### config.mk
export PLATFORM = sky130hd
export DESIGN_NAME = reset_sequencer_flat
export DESIGN_NICKNAME = d
export VERILOG_FILES = /design/src/rtl/reset_sequencer_if.sv /design/src/rtl/reset_sequencer.sv /design/src/flat_wrapper.sv
export SDC_FILE = /design/constraint.sdc
export NUM_CORES = 1
export LEC_CHECK = 0
export CAP_MARGIN = 10
export CORE_MARGIN = 8
export CORE_UTILIZATION = 30
export CTS_CLUSTER_SIZE = 30
export DETAILED_ROUTE_END_ITERATION = 6
export PLACE_DENSITY = 0.52
export SLEW_MARGIN = 0
export SYNTH_ARGS = -nofsm -noshare
export SYNTH_HDL_FRONTEND = slang
export SYNTH_SLANG_ARGS = --single-unit
### constraint.sdc
create_clock -name sysclk -period 2.5 [get_ports sysclk]
set_input_delay 0.25 -clock sysclk [delete_from_list [all_inputs] [get_ports sysclk]]
set_output_delay 0.25 -clock sysclk [all_outputs]
set_load 0.05 [all_outputs]
### src/rtl/reset_sequencer_if.sv
// -----------------------------------------------------------------------------
// reset_sequencer_if
//   Signal bundle between the reset sequencer and the logic around it.
//
//   Parameter
//     STAGES      number of active-low reset domains (1..8)
//
//   Signals
//     pll_locked  PLL lock indication, asynchronous to sysclk
//     soft_rst_n  soft reset button, active-low, asynchronous, bouncy
//     rst_n       per-domain active-low resets, released index 0 first
//     seq_busy    high while any rst_n bit is low
//     seq_done    one-cycle pulse when the last domain is released
//     stage_idx   number of domains currently released
//
//   Modports
//     master      the sequencer (samples inputs, drives resets and status)
//     slave       the environment (drives inputs, observes resets and status)
// -----------------------------------------------------------------------------
interface reset_sequencer_if #(
    parameter int STAGES = 3
);
    localparam int IDX_W = $clog2(STAGES + 1);

    logic              pll_locked;
    logic              soft_rst_n;
    logic [STAGES-1:0] rst_n;
    logic              seq_busy;
    logic              seq_done;
    logic [IDX_W-1:0]  stage_idx;

    modport master (
        input  pll_locked,
        input  soft_rst_n,
        output rst_n,
        output seq_busy,
        output seq_done,
        output stage_idx
    );

    modport slave (
        output pll_locked,
        output soft_rst_n,
        input  rst_n,
        input  seq_busy,
        input  seq_done,
        input  stage_idx
    );
endinterface

### src/rtl/reset_sequencer.sv
// -----------------------------------------------------------------------------
// reset_sequencer
//   Power-on / soft-reset sequencer. Waits for PLL lock, then releases STAGES
//   active-low reset domains one after another: domain 0 INIT_DLY cycles after
//   the start condition, each further domain STAGE_DLY cycles after the
//   previous one. Loss of lock or an accepted (debounced) soft reset aborts
//   the sequence, pulls every domain back into reset and starts over.
//
//   Parameters
//     STAGES     number of reset domains, 1..8
//     INIT_DLY   cycles from start condition to release of domain 0 (>=1)
//     STAGE_DLY  cycles between consecutive domain releases (>=1)
//     SOFT_MIN   consecutive low samples needed to accept a soft reset (>=1)
//     CNT_W      width of the delay and soft-filter counters
//
//   Ports
//     sysclk     system clock
//     reset1     asynchronous active-low master reset
//     bus        reset_sequencer_if.master (pll_locked, soft_rst_n in;
//                rst_n, seq_busy, seq_done, stage_idx out)
//
//   The interface instance must be built with the same STAGES value.
// -----------------------------------------------------------------------------
module reset_sequencer #(
    parameter int STAGES    = 3,
    parameter int INIT_DLY  = 200,
    parameter int STAGE_DLY = 200,
    parameter int SOFT_MIN  = 4,
    parameter int CNT_W     = 11
) (
    input  logic               sysclk,
    input  logic               reset1,
    reset_sequencer_if.master  bus
);

    localparam int IDX_W   = $clog2(STAGES + 1);
    localparam int MAX_DLY = (INIT_DLY > STAGE_DLY)
                           ? ((INIT_DLY > SOFT_MIN) ? INIT_DLY : SOFT_MIN)
                           : ((STAGE_DLY > SOFT_MIN) ? STAGE_DLY : SOFT_MIN);

    // Parameter sanity checks, evaluated at elaboration.
    if (STAGES < 1 || STAGES > 8) begin : g_bad_stages
        $error("reset_sequencer: STAGES must be in 1..8");
    end
    if (INIT_DLY < 1 || STAGE_DLY < 1 || SOFT_MIN < 1) begin : g_bad_delay
        $error("reset_sequencer: INIT_DLY, STAGE_DLY and SOFT_MIN must be >= 1");
    end
    if ((64'd1 << CNT_W) <= 64'(MAX_DLY)) begin : g_bad_cnt_w
        $error("reset_sequencer: CNT_W too narrow for the configured delays");
    end

    localparam logic [CNT_W-1:0] C_INIT     = CNT_W'(INIT_DLY);
    localparam logic [CNT_W-1:0] C_STAGE    = CNT_W'(STAGE_DLY);
    localparam logic [CNT_W-1:0] C_SOFT     = CNT_W'(SOFT_MIN);
    localparam logic [CNT_W-1:0] C_ONE      = CNT_W'(1);
    localparam logic [IDX_W-1:0] C_LAST_IDX = IDX_W'(STAGES - 1);
    localparam logic [IDX_W-1:0] C_IDX_ONE  = IDX_W'(1);

    localparam logic [1:0] S_WAIT  = 2'd0;
    localparam logic [1:0] S_INIT  = 2'd1;
    localparam logic [1:0] S_STAGE = 2'd2;
    localparam logic [1:0] S_RUN   = 2'd3;

    // -------------------------------------------------------------------------
    // Two-flop synchronisers, bit 0 = pll_locked, bit 1 = soft_rst_n.
    // Both reset to 0, so a soft reset can look pending for a few cycles after
    // reset1 releases; SOFT_MIN filtering normally hides that.
    // -------------------------------------------------------------------------
    logic [1:0] w_async_in;
    logic [1:0] r_sync_meta;
    logic [1:0] r_sync_out;

    assign w_async_in = {bus.soft_rst_n, bus.pll_locked};

    always_ff @(posedge sysclk or negedge reset1) begin
        if (!reset1) begin
            r_sync_meta <= 2'b00;
            r_sync_out  <= 2'b00;
        end else begin
            r_sync_meta <= w_async_in;
            r_sync_out  <= r_sync_meta;
        end
    end

    logic w_locked_s;
    logic w_soft_s;
    assign w_locked_s = r_sync_out[0];
    assign w_soft_s   = r_sync_out[1];

    // -------------------------------------------------------------------------
    // Soft-reset filter: counts consecutive low samples, saturating at
    // SOFT_MIN; the request holds while saturated and drops on the first
    // high sample.
    // -------------------------------------------------------------------------
    logic [CNT_W-1:0] r_soft_cnt;
    logic             w_soft_req;
    logic             w_go;

    always_ff @(posedge sysclk or negedge reset1) begin
        if (!reset1) begin
            r_soft_cnt <= '0;
        end else if (w_soft_s) begin
            r_soft_cnt <= '0;
        end else if (r_soft_cnt != C_SOFT) begin
            r_soft_cnt <= r_soft_cnt + C_ONE;
        end
    end

    assign w_soft_req = (r_soft_cnt == C_SOFT);
    assign w_go       = w_locked_s & ~w_soft_req;

    // -------------------------------------------------------------------------
    // Sequencing state machine
    // -------------------------------------------------------------------------
    logic [1:0]        r_state;
    logic [CNT_W-1:0]  r_cnt;
    logic [STAGES-1:0] r_rst_n;
    logic [IDX_W-1:0]  r_idx;
    logic              r_busy;
    logic              r_done;

    logic [1:0]        w_state_next;
    logic [CNT_W-1:0]  w_cnt_next;
    logic [STAGES-1:0] w_rst_n_next;
    logic [IDX_W-1:0]  w_idx_next;
    logic              w_done_next;
    logic              w_busy_next;

    always_comb begin
        w_state_next = r_state;
        w_cnt_next   = r_cnt;
        w_rst_n_next = r_rst_n;
        w_idx_next   = r_idx;
        w_done_next  = 1'b0;

        if (r_state != S_WAIT && !w_go) begin
            // Abort wins over any release due on this edge; a partial
            // sequence is never resumed, the next attempt starts from INIT.
            w_state_next = S_WAIT;
            w_cnt_next   = '0;
            w_rst_n_next = '0;
            w_idx_next   = '0;
        end else begin
            case (r_state)
                S_WAIT: begin
                    w_cnt_next   = '0;
                    w_rst_n_next = '0;
                    w_idx_next   = '0;
                    if (w_go) begin
                        // Counter holds the number of INIT cycles elapsed,
                        // so domain 0 is released exactly INIT_DLY edges on.
                        w_state_next = S_INIT;
                        w_cnt_next   = C_ONE;
                    end
                end
                S_INIT: begin
                    if (r_cnt == C_INIT) begin
                        w_rst_n_next = STAGES'(1);
                        w_idx_next   = C_IDX_ONE;
                        if (STAGES == 1) begin
                            w_state_next = S_RUN;
                            w_cnt_next   = '0;
                            w_done_next  = 1'b1;
                        end else begin
                            w_state_next = S_STAGE;
                            w_cnt_next   = C_ONE;
                        end
                    end else begin
                        w_cnt_next = r_cnt + C_ONE;
                    end
                end
                S_STAGE: begin
                    if (r_cnt == C_STAGE) begin
                        // Shifting a 1 in from the bottom keeps releases in
                        // index order.
                        w_rst_n_next = (r_rst_n << 1) | STAGES'(1);
                        w_idx_next   = r_idx + C_IDX_ONE;
                        w_cnt_next   = C_ONE;
                        if (r_idx == C_LAST_IDX) begin
                            w_state_next = S_RUN;
                            w_cnt_next   = '0;
                            w_done_next  = 1'b1;
                        end
                    end else begin
                        w_cnt_next = r_cnt + C_ONE;
                    end
                end
                S_RUN: begin
                    w_cnt_next = '0;
                end
                default: begin
                    w_state_next = S_WAIT;
                    w_cnt_next   = '0;
                    w_rst_n_next = '0;
                    w_idx_next   = '0;
                end
            endcase
        end

        // Busy is derived from the next reset vector so it moves on the
        // same edge as rst_n.
        w_busy_next = ~&w_rst_n_next;
    end

    always_ff @(posedge sysclk or negedge reset1) begin
        if (!reset1) begin
            r_state <= S_WAIT;
            r_cnt   <= '0;
            r_rst_n <= '0;
            r_idx   <= '0;
            r_busy  <= 1'b1;
            r_done  <= 1'b0;
        end else begin
            r_state <= w_state_next;
            r_cnt   <= w_cnt_next;
            r_rst_n <= w_rst_n_next;
            r_idx   <= w_idx_next;
            r_busy  <= w_busy_next;
            r_done  <= w_done_next;
        end
    end

    assign bus.rst_n     = r_rst_n;
    assign bus.seq_busy  = r_busy;
    assign bus.seq_done  = r_done;
    assign bus.stage_idx = r_idx;

endmodule

### src/flat_wrapper.sv
// flat-port wrapper written by rule: the top's interface ports become plain ports
module reset_sequencer_flat 
#(
    parameter int STAGES    = 3,
    parameter int INIT_DLY  = 200,
    parameter int STAGE_DLY = 200,
    parameter int SOFT_MIN  = 4,
    parameter int CNT_W     = 11
)
  (sysclk, reset1, bus_pll_locked, bus_soft_rst_n, bus_rst_n, bus_seq_busy, bus_seq_done, bus_stage_idx);
  reset_sequencer_if #(.STAGES(STAGES)) bus_i ();
  input  logic sysclk;
  input  logic reset1;
  input wire logic [$bits(bus_i.pll_locked)-1:0] bus_pll_locked;
  input wire logic [$bits(bus_i.soft_rst_n)-1:0] bus_soft_rst_n;
  output wire logic [$bits(bus_i.rst_n)-1:0] bus_rst_n;
  output wire logic [$bits(bus_i.seq_busy)-1:0] bus_seq_busy;
  output wire logic [$bits(bus_i.seq_done)-1:0] bus_seq_done;
  output wire logic [$bits(bus_i.stage_idx)-1:0] bus_stage_idx;
  assign bus_i.pll_locked = bus_pll_locked;
  assign bus_i.soft_rst_n = bus_soft_rst_n;
  assign bus_rst_n = bus_i.rst_n;
  assign bus_seq_busy = bus_i.seq_busy;
  assign bus_seq_done = bus_i.seq_done;
  assign bus_stage_idx = bus_i.stage_idx;
  reset_sequencer #(.STAGES(STAGES), .INIT_DLY(INIT_DLY), .STAGE_DLY(STAGE_DLY), .SOFT_MIN(SOFT_MIN), .CNT_W(CNT_W)) u_core (.sysclk(sysclk), .reset1(reset1), .bus(bus_i));
endmodule
After elaboration in Yosys (flattened, before gate mapping)
Index checks and enable logic that the tools add are counted.
- flip-flop bits (word level): 35
- input port bits: 4
- add/sub/neg operators: 3
- equality and inequality tests: 11
- muxes and demuxes: 26
- bitwise logic cells: 2
- reductions and logical operators: 10
- operator list (kind ; count):
    $mux W11 ; 5
    $pmux W11 S4 ; 1
    $add A11 B1 Y11 const B ; 2
    $mux W2 ; 8
    $ne A3 B1 Y1 const B ; 4
    $pmux W2 S3 ; 2
    $eq A11 B3 Y1 const B ; 1
    $eq A11 B8 Y1 const B ; 1
    $ne A11 B3 Y1 const B ; 1
    $mux W3 ; 3
    $pmux W3 S3 ; 1
    $eq A2 B2 Y1 const B ; 3
    $mux W1 ; 6
    $reduce_and A3 Y1 ; 2
    $reduce_and A5 Y1 ; 1
    $reduce_bool A2 Y1 ; 2
    $reduce_bool A4 Y1 ; 1
    $add A2 B1 Y2 const B ; 1
    $eq A2 B1 Y1 const B ; 1
    $logic_not A1 Y1 ; 2
    $logic_not A2 Y1 ; 1
    $and A1 B1 Y1 ; 1
    $logic_and A1 B1 Y1 ; 1
    $not A1 Y1 ; 1

Longest topological paths before layout
- word-level depth: 8
- mapped depth: 7
- depth with buffers taken out: 6

Worst setup path before layout
No wires, ideal clock.
- path type: register to register
- start point: register u_core.r_cnt[0]
- end point: register u_core.r_idx[0], in the netlist u_core.bus.stage_idx[0]
- arrival time: 2028 ps
- data required time: 2409 ps
- slack: 382 ps
- stages on the path, launching flop included: 8
- clock period less this slack: 2118 ps
- path through: dfrtp_1 > inv_1 > ha_1 > or4b_4 > or3_1 > clkbuf_2 > or3_1 > o221ai_1
- cells in the longest elaborated chain, start to end: 3
- elaborated cells between the ends (all ways): 4
- classes of those cells: eq/ne: 3; reduce/logical: 1
- RTL lines (what ; line ; text):
    start, declared ; reset_sequencer.sv:116 ; logic [CNT_W-1:0] r_cnt;
    start signal, assigned ; reset_sequencer.sv:215 ; r_cnt <= w_cnt_next;
    $eq A11 B8 Y1 (*) ; reset_sequencer.sv:157, reset_sequencer.sv:173 ;
    $ne A3 B1 Y1 (no line) ; - ;
    $reduce_and A3 Y1 (no line) (*) ; - ;
    end signal, assigned ; reset_sequencer.sv:217 ; r_idx <= w_idx_next;
    end, declared ; reset_sequencer.sv:118 ; logic [IDX_W-1:0] r_idx;
Mark *: on every way between the ends. The rest lies on a longest branch, timed or not.
A chain may end at the register's enable or synchronous reset.

Worst setup path after layout
Ends and elaborated chain as after synthesis.

==> reports/qor.yml <==
run_status:
  status: "finished clean"
global_route:
  overflow: 0
  grt_max_degree: 36
  grt_pass1_wl_microns: 6299
  grt_usage: 0.08918
  grt_pass1_vias: 1327
  antenna_found_initial: 0
yosys:
  ys_seq_area_frac: 0.4858
  ys_types: 38
  synth.avg_cell_area_sq_um: 9.812
  syn_area_sq_mm: 0.001805
  yosys_warnings: 0
  synth_nets: 197
  synth_flop_cell: "dfrtp_1"
  synth-seq-cells: 35
  syn_inst: 184
  async_flop_share: 1.000
  synth_edf_count: 0
detailed_routing:
  drt_wl_total_microns: 3448
  routedWlPerCell_microns: 12.45
  vias: 1374
  initialDrtViolationCount: 92
  drc: 0
  drtAntennaViolNets: 0
  viasPerCell: 4.960
  dr.pass1.iters: 4
clocking:
  clock-root-buffer: "clkbuf_8"
  ctsHoldBuffers: 0
  clk_latency_ns: 0.28
  clockBufferDepth: 2
  postCtsSetupBuffers: 0
  cts.sinks: 35
  post_cts_resized: 0
  cts_buffers: 5
  h-tree-depth: 2
  cts_tree: "built"
  clk_pin_slew_worst_paths_ns: 0.07
floorplan:
  io_pins: 11
  fp.dieArea_sq_mm: 0.008756
  die_w_microns: 93.58
  row_count: 28
  start_util: 0.3068
  coreArea_sq_mm: 0.005886
  die_y_microns: 93.58
setup_path:
  crit_arrival_ns: 2.39
  start_kind: "flop"
  crit_fanout: 5
  required_ns: 2.70
  critPathKind: "reg2reg"
  cp-end-kind: "flop"
min_path:
  hp-class: "reg2reg"
timing:
  setup_viol: 0
  finalHoldViolCount: 0
  maxSlewViolCount: 0
  hold_slack_ns: 0.3510
  finalClockSkew_ns: 0.003802
  rsz0062_at_grt: "no"
  post-route-period-util: 0.8785
  fmax_mhz: 455.3
  slew_headroom: 0.5497
  period_needed_ns: 2.196
  worst_pin_slew_ns: 0.6723
  final.setup.tns_ns: 0
placed_design:
  gp_congestion: 0.7390
  post_dp_cell_area_sq_mm: 0.002017
  io_buffer_count: 10
  dp_hpwl_microns: 2429
power:
  powerDensity_mw_per_mm2: 668.0
  seqPwrFrac: 0.457
  internal_power_uw: 940.1
  peakVddDrop_v: 0.0002554
  pwr-share-comb: 0.266
  power_uw: 1402
  power_switching_uw: 461.7
  pwr-share-clk: 0.276
  switching_share: 0.3294
  p_leak_uw: 0.0008675
layout:
  nets: 214
  layout_common_cells: "34 x dfrtp_1, 24 x nor2_1, 15 x inv_1"
  final_common_cell: "dfrtp_1"
  syn2layout_area_growth_pct: 16.22
  drive_gt1_frac: 0.06931
  final_area_sq_mm: 0.002098
  diodes: 0
  final_core_util: 0.3565
run:
  cap_violations: 0
state kept, by name, summed over array words and instances, names as in the netlist:
signal and cells:
u_core.r_state 2, u_core.bus.rst_n 3, u_core.r_sync_out 2, u_core.r_cnt 11
u_core.bus.stage_idx 2, u_core.bus.seq_done 1, u_core.r_sync_meta 2, u_core.r_soft_cnt 11
u_core.bus.seq_busy 1
cells in the mapped netlist (2+ instances only):
cell | count | area (sq um)
a21oi_1 | 8 | 40.04
a31oi_1 | 2 | 12.51
clkbuf_1 | 3 | 11.26
dfrtp_1 | 34 | 850.8
ha_1 | 9 | 112.6
inv_1 | 15 | 56.30
mux2i_1 | 3 | 30.03
nand2_1 | 9 | 33.78
nand2b_1 | 2 | 12.51
nand3_1 | 8 | 40.04
nand3b_1 | 2 | 15.01
nand4_1 | 4 | 25.02
nor2_1 | 24 | 90.09
nor3_1 | 5 | 25.02
nor4_1 | 4 | 25.02
o2111ai_1 | 3 | 26.28
o211ai_1 | 5 | 37.54
o21ai_0 | 6 | 30.03
or3_1 | 6 | 37.54
or4b_4 | 2 | 27.53
xnor2_1 | 8 | 70.07
xor2_1 | 6 | 52.55
kinds of logic after synthesis:
family                   after synthesis  share of synthesized area
adder cells (fa/ha/maj)                9                    0.06237
AO/OA/AOI/OAI                         32                     0.1178
buffers and inverters                 20                    0.04227
flip-flops                            35                     0.4858
multiplexers                           3                    0.01663
XOR/XNOR                              14                    0.06792
AND/OR/NAND/NOR                       71                     0.2072
final cells by class:
class | count | area, sq um
inverter | 15 | 56.30
timing repair buffer | 15 | 137.6
tap | 75 | 93.84
multi-input combinational | 129 | 852.1
sequential | 35 | 877.1
clock buffer | 7 | 76.32
fill | 603 | 3787
clock inverter | 1 | 5.005
final timing paths:
path                                            startpoint                                  end  cells past startpoint  slack (ns)
max                              u_core.r_cnt[0]$_DFF_PN0_  u_core.bus.stage_idx[0]$_DFFE_PN0P_                      6        0.30
min                        u_core.r_sync_meta[1]$_DFF_PN0_       u_core.r_sync_out[1]$_DFF_PN0_                      0        0.35
max reg2reg                      u_core.r_cnt[0]$_DFF_PN0_  u_core.bus.stage_idx[0]$_DFFE_PN0P_                      6        0.30
min reg2reg                u_core.r_sync_meta[1]$_DFF_PN0_       u_core.r_sync_out[1]$_DFF_PN0_                      0        0.35
max in group asynchronous                           reset1        u_core.bus.seq_busy$_DFF_PN1_                      2        1.79
min in group asynchronous                           reset1     u_core.r_soft_cnt[2]$_DFFE_PN0P_                      2        0.37
power groups by stage:
stage | logic [uW] | registers, uW | clock network [uW]
after global placement | 375 | 651 | 0
final | 373 | 641 | 387
after CTS | 375 | 641 | 409
after detailed placement | 376 | 651 | 0
after global routing | 434 | 647 | 429
after floorplan | 285 | 638 | 0
critical path: stages (launching register included):
cell and delay [ns]:
dfrtp_1 0.41, inv_1 0.09, ha_1 0.13, or4b_4 0.48, or3_1 0.45, or3_1 0.37, o221ai_1 0.18
per-layer routing:
| metal | part of all wire | vias up | track usage |
|---|---|---|---|
| met3 | 0.044 | 6 | 0.02564 |
| met1 | 0.48 | 661 | 0.1140 |
| met4 | 0.020 | 0 | 0.04359 |
| met5 | 0 | - | 0 |
| met2 | 0.45 | 25 | 0.1345 |
| li1 | - | 682 | - |
metrics by stage:
step	setup WS [ns]	std cells
finish	0.3036	277
global route	0.1259	277
CTS	0.2855	277
detailed placement	0.3009	269
global placement	0.3237	269
floorplan	0.3815	184
(Power assumes the default switching activity.)
